File: src/rtl/y86_pkg.sv
// Shared definitions for the Y86-64 SEQ sequencer: instruction codes,
// status codes, the sequencer state encoding and instruction-class helpers.
package y86_pkg;

    localparam logic [3:0] I_HALT   = 4'h0;
    localparam logic [3:0] I_NOP    = 4'h1;
    localparam logic [3:0] I_RRMOVQ = 4'h2;
    localparam logic [3:0] I_IRMOVQ = 4'h3;
    localparam logic [3:0] I_RMMOVQ = 4'h4;
    localparam logic [3:0] I_MRMOVQ = 4'h5;
    localparam logic [3:0] I_OPQ    = 4'h6;
    localparam logic [3:0] I_JXX    = 4'h7;
    localparam logic [3:0] I_CALL   = 4'h8;
    localparam logic [3:0] I_RET    = 4'h9;
    localparam logic [3:0] I_PUSHQ  = 4'hA;
    localparam logic [3:0] I_POPQ   = 4'hB;

    localparam logic [2:0] S_AOK = 3'd1;
    localparam logic [2:0] S_HLT = 3'd2;
    localparam logic [2:0] S_ADR = 3'd3;
    localparam logic [2:0] S_INS = 3'd4;

    typedef enum logic [3:0] {
        ST_IDLE,
        ST_FETCH,
        ST_DECODE,
        ST_EXECUTE,
        ST_MEMORY,
        ST_WB_E,
        ST_WB_M,
        ST_PCUPD,
        ST_HALTED
    } state_t;

    // Instructions that touch data memory (stores, loads, stack ops).
    function automatic logic uses_mem(input logic [3:0] icode);
        return icode inside {I_RMMOVQ, I_MRMOVQ, I_CALL, I_RET, I_PUSHQ, I_POPQ};
    endfunction

    // Instructions that write valE to dstE; a conditional move only writes
    // when its condition holds.
    function automatic logic writes_e(input logic [3:0] icode, input logic cnd);
        case (icode)
            I_RRMOVQ:                                      return cnd;
            I_IRMOVQ, I_OPQ, I_CALL, I_RET, I_PUSHQ, I_POPQ: return 1'b1;
            I_HALT, I_NOP, I_RMMOVQ, I_MRMOVQ, I_JXX:     return 1'b0;
            default:                                       return 1'b0;
        endcase
    endfunction

    // Instructions that write the loaded value valM to dstM.
    function automatic logic writes_m(input logic [3:0] icode);
        return icode inside {I_MRMOVQ, I_POPQ};
    endfunction

endpackage

File: src/rtl/seq_stage_ctrl_if.sv
// Handshake and control bundle between the SEQ sequencer and the datapath.
// The master side is the sequencer; the slave side is fetch/execute/memory
// plus the register file and PC register.
interface seq_stage_ctrl_if #(
    parameter int CNT_W = 32
) ();

    // Datapath -> sequencer
    logic             start;
    logic [3:0]       icode;
    logic             instr_valid;
    logic             imem_ack;
    logic             imem_error;
    logic             cnd;
    logic             dmem_ack;
    logic             dmem_error;

    // Sequencer -> datapath
    logic             fetch_en;
    logic             decode_en;
    logic             exec_en;
    logic             dmem_req;
    logic             rf_we;
    logic             rf_wsel;
    logic             pc_we;
    logic [2:0]       stat;
    logic             busy;
    logic [CNT_W-1:0] cycle_cnt;
    logic [CNT_W-1:0] instr_cnt;

    modport master (
        input  start, icode, instr_valid, imem_ack, imem_error, cnd,
               dmem_ack, dmem_error,
        output fetch_en, decode_en, exec_en, dmem_req, rf_we, rf_wsel,
               pc_we, stat, busy, cycle_cnt, instr_cnt
    );

    modport slave (
        output start, icode, instr_valid, imem_ack, imem_error, cnd,
               dmem_ack, dmem_error,
        input  fetch_en, decode_en, exec_en, dmem_req, rf_we, rf_wsel,
               pc_we, stat, busy, cycle_cnt, instr_cnt
    );

endinterface

File: src/rtl/seq_wait_timer.sv
// Wait-cycle timer for the MEMORY stage. Counts up from zero while enabled
// and flags the last permitted wait cycle (count == MEM_TIMEOUT-1).
module seq_wait_timer #(
    parameter int MEM_TIMEOUT = 16
) (
    input  logic clk,
    input  logic rst,
    input  logic i_clr,
    input  logic i_en,
    output logic o_expired
);

    localparam int TW = (MEM_TIMEOUT > 1) ? $clog2(MEM_TIMEOUT) : 1;
    localparam logic [TW-1:0] LAST = TW'(MEM_TIMEOUT - 1);

    logic [TW-1:0] r_cnt;

    // Count wait cycles, saturating at the terminal value until cleared.
    always_ff @(posedge clk) begin
        if (rst || i_clr) begin
            r_cnt <= '0;
        end else if (i_en && (r_cnt != LAST)) begin
            r_cnt <= r_cnt + TW'(1);
        end
    end

    assign o_expired = i_en && (r_cnt == LAST);

endmodule

File: src/rtl/seq_stage_ctrl.sv
// Multi-cycle sequencer for the Y86-64 SEQ datapath. Walks each instruction
// through fetch, decode, execute, memory, writeback and PC update, drives the
// per-stage strobes, shares the single register-file write port between valE
// and valM, and owns the architectural status code.
module seq_stage_ctrl
    import y86_pkg::*;
#(
    parameter int CNT_W       = 32,
    parameter int MEM_TIMEOUT = 16
) (
    input  logic             clk,
    input  logic             rst,
    seq_stage_ctrl_if.master io_bus
);

    state_t           r_state;
    logic [2:0]       r_stat;
    logic [3:0]       r_icode;
    logic             r_fetch_en;
    logic             r_decode_en;
    logic             r_exec_en;
    logic             r_dmem_req;
    logic             r_rf_we;
    logic             r_rf_wsel;
    logic             r_pc_we;
    logic             r_busy;
    logic [CNT_W-1:0] r_cycle_cnt;
    logic [CNT_W-1:0] r_instr_cnt;

    state_t           w_next_state;
    logic [2:0]       w_next_stat;
    logic             w_tmr_clr;
    logic             w_tmr_en;
    logic             w_tmr_expired;

    // The timer runs only in MEMORY; any other state clears it so every
    // memory access starts counting from zero.
    assign w_tmr_en  = (r_state == ST_MEMORY);
    assign w_tmr_clr = (r_state != ST_MEMORY);

    seq_wait_timer #(
        .MEM_TIMEOUT (MEM_TIMEOUT)
    ) u_wait_timer (
        .clk       (clk),
        .rst       (rst),
        .i_clr     (w_tmr_clr),
        .i_en      (w_tmr_en),
        .o_expired (w_tmr_expired)
    );

    // Next-state and next-status selection from the current stage and the
    // datapath handshakes.
    always_comb begin
        w_next_state = r_state;
        w_next_stat  = r_stat;
        case (r_state)
            ST_IDLE: begin
                if (io_bus.start) begin
                    w_next_state = ST_FETCH;
                end
            end
            ST_FETCH: begin
                // A bad fetch address outranks an illegal or halt opcode.
                if (io_bus.imem_ack) begin
                    if (io_bus.imem_error) begin
                        w_next_state = ST_HALTED;
                        w_next_stat  = S_ADR;
                    end else if (!io_bus.instr_valid) begin
                        w_next_state = ST_HALTED;
                        w_next_stat  = S_INS;
                    end else if (io_bus.icode == I_HALT) begin
                        w_next_state = ST_HALTED;
                        w_next_stat  = S_HLT;
                    end else begin
                        w_next_state = ST_DECODE;
                    end
                end
            end
            ST_DECODE: begin
                w_next_state = ST_EXECUTE;
            end
            ST_EXECUTE: begin
                if (uses_mem(r_icode)) begin
                    w_next_state = ST_MEMORY;
                end else if (writes_e(r_icode, io_bus.cnd)) begin
                    w_next_state = ST_WB_E;
                end else begin
                    w_next_state = ST_PCUPD;
                end
            end
            ST_MEMORY: begin
                // An ack in the final wait cycle still completes the access.
                // cnd is irrelevant here: conditional moves never use memory.
                if (io_bus.dmem_ack) begin
                    if (io_bus.dmem_error) begin
                        w_next_state = ST_HALTED;
                        w_next_stat  = S_ADR;
                    end else if (writes_e(r_icode, 1'b0)) begin
                        w_next_state = ST_WB_E;
                    end else if (writes_m(r_icode)) begin
                        w_next_state = ST_WB_M;
                    end else begin
                        w_next_state = ST_PCUPD;
                    end
                end else if (w_tmr_expired) begin
                    w_next_state = ST_HALTED;
                    w_next_stat  = S_ADR;
                end
            end
            ST_WB_E: begin
                // popq writes the stack pointer first and the popped value
                // second, so popq %rsp ends with the popped value in rsp.
                if (writes_m(r_icode)) begin
                    w_next_state = ST_WB_M;
                end else begin
                    w_next_state = ST_PCUPD;
                end
            end
            ST_WB_M: begin
                w_next_state = ST_PCUPD;
            end
            ST_PCUPD: begin
                w_next_state = ST_FETCH;
            end
            ST_HALTED: begin
                w_next_state = ST_HALTED;
            end
            default: begin
                w_next_state = ST_IDLE;
            end
        endcase
    end

    // Sequencer state with Moore outputs registered from the next state, so
    // every strobe lines up exactly with the stage it belongs to.
    always_ff @(posedge clk) begin
        if (rst) begin
            r_state     <= ST_IDLE;
            r_stat      <= S_AOK;
            r_fetch_en  <= 1'b0;
            r_decode_en <= 1'b0;
            r_exec_en   <= 1'b0;
            r_dmem_req  <= 1'b0;
            r_rf_we     <= 1'b0;
            r_rf_wsel   <= 1'b0;
            r_pc_we     <= 1'b0;
            r_busy      <= 1'b0;
        end else begin
            r_state     <= w_next_state;
            r_stat      <= w_next_stat;
            r_fetch_en  <= (w_next_state == ST_FETCH);
            r_decode_en <= (w_next_state == ST_DECODE);
            r_exec_en   <= (w_next_state == ST_EXECUTE);
            r_dmem_req  <= (w_next_state == ST_MEMORY);
            r_rf_we     <= (w_next_state == ST_WB_E) || (w_next_state == ST_WB_M);
            r_rf_wsel   <= (w_next_state == ST_WB_M);
            r_pc_we     <= (w_next_state == ST_PCUPD);
            r_busy      <= (w_next_state != ST_IDLE) && (w_next_state != ST_HALTED);
        end
    end

    // Capture the opcode when fetch delivers it; later stages decide on it.
    always_ff @(posedge clk) begin
        if ((r_state == ST_FETCH) && io_bus.imem_ack) begin
            r_icode <= io_bus.icode;
        end
    end

    // Performance counters: busy cycles and retired instructions, frozen in
    // IDLE and HALTED, wrapping silently.
    always_ff @(posedge clk) begin
        if (rst) begin
            r_cycle_cnt <= '0;
            r_instr_cnt <= '0;
        end else begin
            if (r_busy) begin
                r_cycle_cnt <= r_cycle_cnt + CNT_W'(1);
            end
            if (r_state == ST_PCUPD) begin
                r_instr_cnt <= r_instr_cnt + CNT_W'(1);
            end
        end
    end

    assign io_bus.fetch_en  = r_fetch_en;
    assign io_bus.decode_en = r_decode_en;
    assign io_bus.exec_en   = r_exec_en;
    assign io_bus.dmem_req  = r_dmem_req;
    assign io_bus.rf_we     = r_rf_we;
    assign io_bus.rf_wsel   = r_rf_wsel;
    assign io_bus.pc_we     = r_pc_we;
    assign io_bus.stat      = r_stat;
    assign io_bus.busy      = r_busy;
    assign io_bus.cycle_cnt = r_cycle_cnt;
    assign io_bus.instr_cnt = r_instr_cnt;

endmodule

File: src/flat_wrapper.sv
// flat-port wrapper written by rule: the top's interface ports become plain ports
module seq_stage_ctrl_flat import y86_pkg::*;
#(
    parameter int CNT_W       = 32,
    parameter int MEM_TIMEOUT = 16
)
  (clk, rst, io_bus_start, io_bus_icode, io_bus_instr_valid, io_bus_imem_ack, io_bus_imem_error, io_bus_cnd, io_bus_dmem_ack, io_bus_dmem_error, io_bus_fetch_en, io_bus_decode_en, io_bus_exec_en, io_bus_dmem_req, io_bus_rf_we, io_bus_rf_wsel, io_bus_pc_we, io_bus_stat, io_bus_busy, io_bus_cycle_cnt, io_bus_instr_cnt);
  seq_stage_ctrl_if #(.CNT_W(CNT_W)) io_bus_i ();
  input  logic clk;
  input  logic rst;
  input wire logic [$bits(io_bus_i.start)-1:0] io_bus_start;
  input wire logic [$bits(io_bus_i.icode)-1:0] io_bus_icode;
  input wire logic [$bits(io_bus_i.instr_valid)-1:0] io_bus_instr_valid;
  input wire logic [$bits(io_bus_i.imem_ack)-1:0] io_bus_imem_ack;
  input wire logic [$bits(io_bus_i.imem_error)-1:0] io_bus_imem_error;
  input wire logic [$bits(io_bus_i.cnd)-1:0] io_bus_cnd;
  input wire logic [$bits(io_bus_i.dmem_ack)-1:0] io_bus_dmem_ack;
  input wire logic [$bits(io_bus_i.dmem_error)-1:0] io_bus_dmem_error;
  output wire logic [$bits(io_bus_i.fetch_en)-1:0] io_bus_fetch_en;
  output wire logic [$bits(io_bus_i.decode_en)-1:0] io_bus_decode_en;
  output wire logic [$bits(io_bus_i.exec_en)-1:0] io_bus_exec_en;
  output wire logic [$bits(io_bus_i.dmem_req)-1:0] io_bus_dmem_req;
  output wire logic [$bits(io_bus_i.rf_we)-1:0] io_bus_rf_we;
  output wire logic [$bits(io_bus_i.rf_wsel)-1:0] io_bus_rf_wsel;
  output wire logic [$bits(io_bus_i.pc_we)-1:0] io_bus_pc_we;
  output wire logic [$bits(io_bus_i.stat)-1:0] io_bus_stat;
  output wire logic [$bits(io_bus_i.busy)-1:0] io_bus_busy;
  output wire logic [$bits(io_bus_i.cycle_cnt)-1:0] io_bus_cycle_cnt;
  output wire logic [$bits(io_bus_i.instr_cnt)-1:0] io_bus_instr_cnt;
  assign io_bus_i.start = io_bus_start;
  assign io_bus_i.icode = io_bus_icode;
  assign io_bus_i.instr_valid = io_bus_instr_valid;
  assign io_bus_i.imem_ack = io_bus_imem_ack;
  assign io_bus_i.imem_error = io_bus_imem_error;
  assign io_bus_i.cnd = io_bus_cnd;
  assign io_bus_i.dmem_ack = io_bus_dmem_ack;
  assign io_bus_i.dmem_error = io_bus_dmem_error;
  assign io_bus_fetch_en = io_bus_i.fetch_en;
  assign io_bus_decode_en = io_bus_i.decode_en;
  assign io_bus_exec_en = io_bus_i.exec_en;
  assign io_bus_dmem_req = io_bus_i.dmem_req;
  assign io_bus_rf_we = io_bus_i.rf_we;
  assign io_bus_rf_wsel = io_bus_i.rf_wsel;
  assign io_bus_pc_we = io_bus_i.pc_we;
  assign io_bus_stat = io_bus_i.stat;
  assign io_bus_busy = io_bus_i.busy;
  assign io_bus_cycle_cnt = io_bus_i.cycle_cnt;
  assign io_bus_instr_cnt = io_bus_i.instr_cnt;
  seq_stage_ctrl #(.CNT_W(CNT_W), .MEM_TIMEOUT(MEM_TIMEOUT)) u_core (.clk(clk), .rst(rst), .io_bus(io_bus_i));
endmodule
File: config.mk
export PLATFORM = sky130hd
export DESIGN_NAME = seq_stage_ctrl_flat
export DESIGN_NICKNAME = d
export VERILOG_FILES = /design/src/rtl/y86_pkg.sv /design/src/rtl/seq_stage_ctrl_if.sv /design/src/rtl/seq_wait_timer.sv /design/src/rtl/seq_stage_ctrl.sv /design/src/flat_wrapper.sv
export SDC_FILE = /design/constraint.sdc
export NUM_CORES = 1
export LEC_CHECK = 0
export BUFFER_PORTS_ARGS = -buffer_cell sky130_fd_sc_hd__buf_4
export CORE_MARGIN = 2
export CORE_UTILIZATION = 50
export DETAILED_ROUTE_END_ITERATION = 6
export PLACE_DENSITY = 0.8
export SKIP_CTS_REPAIR_TIMING = 1
export SYNTH_ARGS = -nofsm -noshare
export SYNTH_HDL_FRONTEND = slang
export SYNTH_SLANG_ARGS = --single-unit
File: constraint.sdc
create_clock -name clk -period 2.2 [get_ports clk]
set_clock_uncertainty 0.1 [all_clocks]
set_input_delay 0.22 -clock clk [delete_from_list [all_inputs] [get_ports clk]]
set_output_delay 0.22 -clock clk [all_outputs]
set_load 0.02 [all_outputs]
==> reports/metrics.cfg <==
[run_status]
status = completed

[timing]
relSlewSlack_pct = 65.6
timing.final.crit_share_pct = 97.5
finalHoldViolCount = 0
fmax_mhz = 466
report.final.setup_viol = 0
drv_slew = 0
tightest_slew_ps = 516
period_minus_slack_ps = 2140

[logic_synthesis]
async_flop_share_pct = 0
seq_area_frac_synth_pct = 44.5
synth_edf_count = 4
ys_ff_latch = 88
yosys_most_used_dff = dfxtp_1
yosys_warnings = 0
avgSynthCellArea_um2 = 9.01
synth_top_area_cell = dfxtp_1
netlist_area_um2 = 4050
synth.distinct_cells = 53
synth_nets = 465
synthCells = 449
synth_top_area_share_pct = 41.6
yosys-top-cells-area = dfxtp_1, xnor2_1, nor2_1

[layout]
antenna_cells = 0
drive_gt1_share_pct = 23.4
nFillCells = 659
layout_common_cells = buf_4, dfxtp_1, nor2_1
final_util_pct = 64.9
design_area_um2 = 5040
final_common_cell = buf_4
area_growth_pct = 24.7
nets = 557

[place]
dpl_cell_area_um2 = 4790
dp_hpwl_um = 6290
gp_congestion = 0.853
port_buffers = 87

[route]
wl_um = 8990
postRouteAntennaNets = 0
first_pass_iters = 4
drc = 0
drtIter0Drc = 129
wl_per_cell_um = 13.9
avgViaCountPerCell = 5.42
vias = 3515

[grt]
grt_overflow_total = 0
antenna_found_initial = 0
grt_max_degree = 41
grtUsageTotal_pct = 20.6
grt_pass1_wl_um = 14700
grt_pass1_vias = 3243

[die]
initial_core_util_pct = 52.1
die_h_um = 94.0
die_area_um2 = 8830
rows = 32
io_pins = 88
core_um2 = 7770
die_w_um = 94.0

[clocking]
clk_latency_ps = 350
clk_pin_slew_ps = 80
clock_sinks = 88
numCtsBuffers = 9
cts-root-buf = clkbuf_8
cts_buffer_depth = 2
cts_tree = built
cts_htree_levels = 3

[critical_path]
cp-startpoint = io_bus_icode[0]
cp.arrival_ps = 2320
rr_startpoint = u_core.r_state[2]$_SDFF_PP0_
critical_path_class = in -> reg
cpPeakStageDelay_ps = 560
endpoint_kind = flip-flop
cp_max_fo = 6
crit_required_ps = 2370
crit_chain = dlygate4sd3_1, buf_4, nor4_1, nor3b_1, o2bb2ai_1, or4_4, nor3_1
slowest_stage = or4_4
regToRegEndpoint = u_core.io_bus.instr_cnt[25]$_SDFFE_PP0P_
crit_path_start_kind = input port
r2r_slack_ps = 220
reg2reg_depth = 5
cp-endpoint = u_core.io_bus.exec_en$_SDFF_PP0_

[run]
drv_cap = 0

[power]
leakagePower_uw = 0.00194
power_density_nw_per_um2 = 590
vdd_ir_drop_max_mv = 0.300

[hold_path]
hp-class = in -> reg

## cell usage after synthesis (5+ instances only)
| cell | count |
|---|---|
| a21oi_1 | 11 |
| and3_1 | 6 |
| and4_1 | 10 |
| clkbuf_1 | 11 |
| dfxtp_1 | 84 |
| inv_1 | 11 |
| mux2i_1 | 5 |
| nand2_1 | 24 |
| nand3_1 | 22 |
| nand4_1 | 12 |
| nor2_1 | 79 |
| nor3_1 | 17 |
| nor4_1 | 21 |
| o21ai_0 | 7 |
| or3_1 | 5 |
| xnor2_1 | 39 |
| xor2_1 | 19 |
## area by class of cell
| type | count | area (µm²) | area share (%) |
|---|---|---|---|
| flip-flops and latches | 88 | 1800 | 35.7 |
| clock inverters | 4 | 51.3 | 1.02 |
| clock buffers | 12 | 155 | 3.08 |
| well taps | 102 | 128 | 2.53 |
| inverters | 11 | 41.3 | 0.818 |
| repair buffers | 102 | 776 | 15.4 |
| multi-input cells | 329 | 2090 | 41.5 |
## per-stage QoR
stage	worst slack, ps	TNS (ps)	cells	hold WS, ps	power (µW)
floorplan	339	0	449	219	1790
global route	-4.45	-4.45	648	73.2	3070
finish	55.8	0	648	80.7	2980
global placement	290	0	628	320	1850
detailed placement	214	0	628	327	1860
CTS	210	0	644	-48.4	3000
## routing by layer
metal  share of wire (%)  global-route usage, %
met5                   0                      0
met4                0.99                   7.37
met3                 5.2                   4.41
met2                  47                   34.1
met1                  47                   26.5
## worst min-delay path by stage
stage	start	to	slack, ps	depth (start not counted)
6_report	io_bus_imem_error	u_core.io_bus.stat[0]$_SDFFE_PP1P_	80	3
5_1_grt	io_bus_imem_error	u_core.io_bus.stat[0]$_SDFFE_PP1P_	70	3
4_1_cts	io_bus_icode[0]	u_core.r_icode[0]$_DFFE_PP_	-50	1
3_5_place_dp	io_bus_icode[0]	u_core.r_icode[0]$_DFFE_PP_	330	1
3_3_place_gp	io_bus_icode[1]	u_core.r_icode[1]$_DFFE_PP_	320	1
2_1_floorplan	io_bus_icode[0]	u_core.r_icode[0]$_DFFE_PP_	220	0
## logic make-up (layout without fill, tap and decap cells)
family                     after synthesis  after routing  synth area share [%]
and+or+nand+nor                        227            227                  31.0
DFF                                     88             88                  44.5
xor gates and xnor gates                58             58                  12.6
AOI/OAI and AO/OA                       35             35                  5.53
buffers and inverters                   32            129                  3.93
muxes                                    6              6                  1.52
adders and majority gates                3              3                 0.928
## sequential cells by signal, summed over array words and instances (netlist names), named ones only
signal / count
u_core.io_bus.busy: 1
u_core.io_bus.cycle_cnt: 32
u_core.io_bus.decode_en: 1
u_core.io_bus.dmem_req: 1
u_core.io_bus.exec_en: 1
u_core.io_bus.fetch_en: 1
u_core.io_bus.instr_cnt: 32
u_core.io_bus.pc_we: 1
u_core.io_bus.rf_we: 1
u_core.io_bus.rf_wsel: 1
u_core.io_bus.stat: 3
u_core.r_icode: 4
u_core.r_state: 4
u_core.u_wait_timer.r_cnt: 4
## where the power goes
| part | internal (µW) | switching, µW |
|---|---|---|
| clock network | 588 | 561 |
| logic | 81.4 | 97.6 |
| registers | 1630 | 21.8 |
| total | 2300 | 680 |
## worst max-delay path, delay by kind of cell
kind	cells	cell delay (ps)
buf+inv	2	680
compound gates	1	290
simple gates	4	1140
Note: power is estimated with default switching activity, not from simulation.
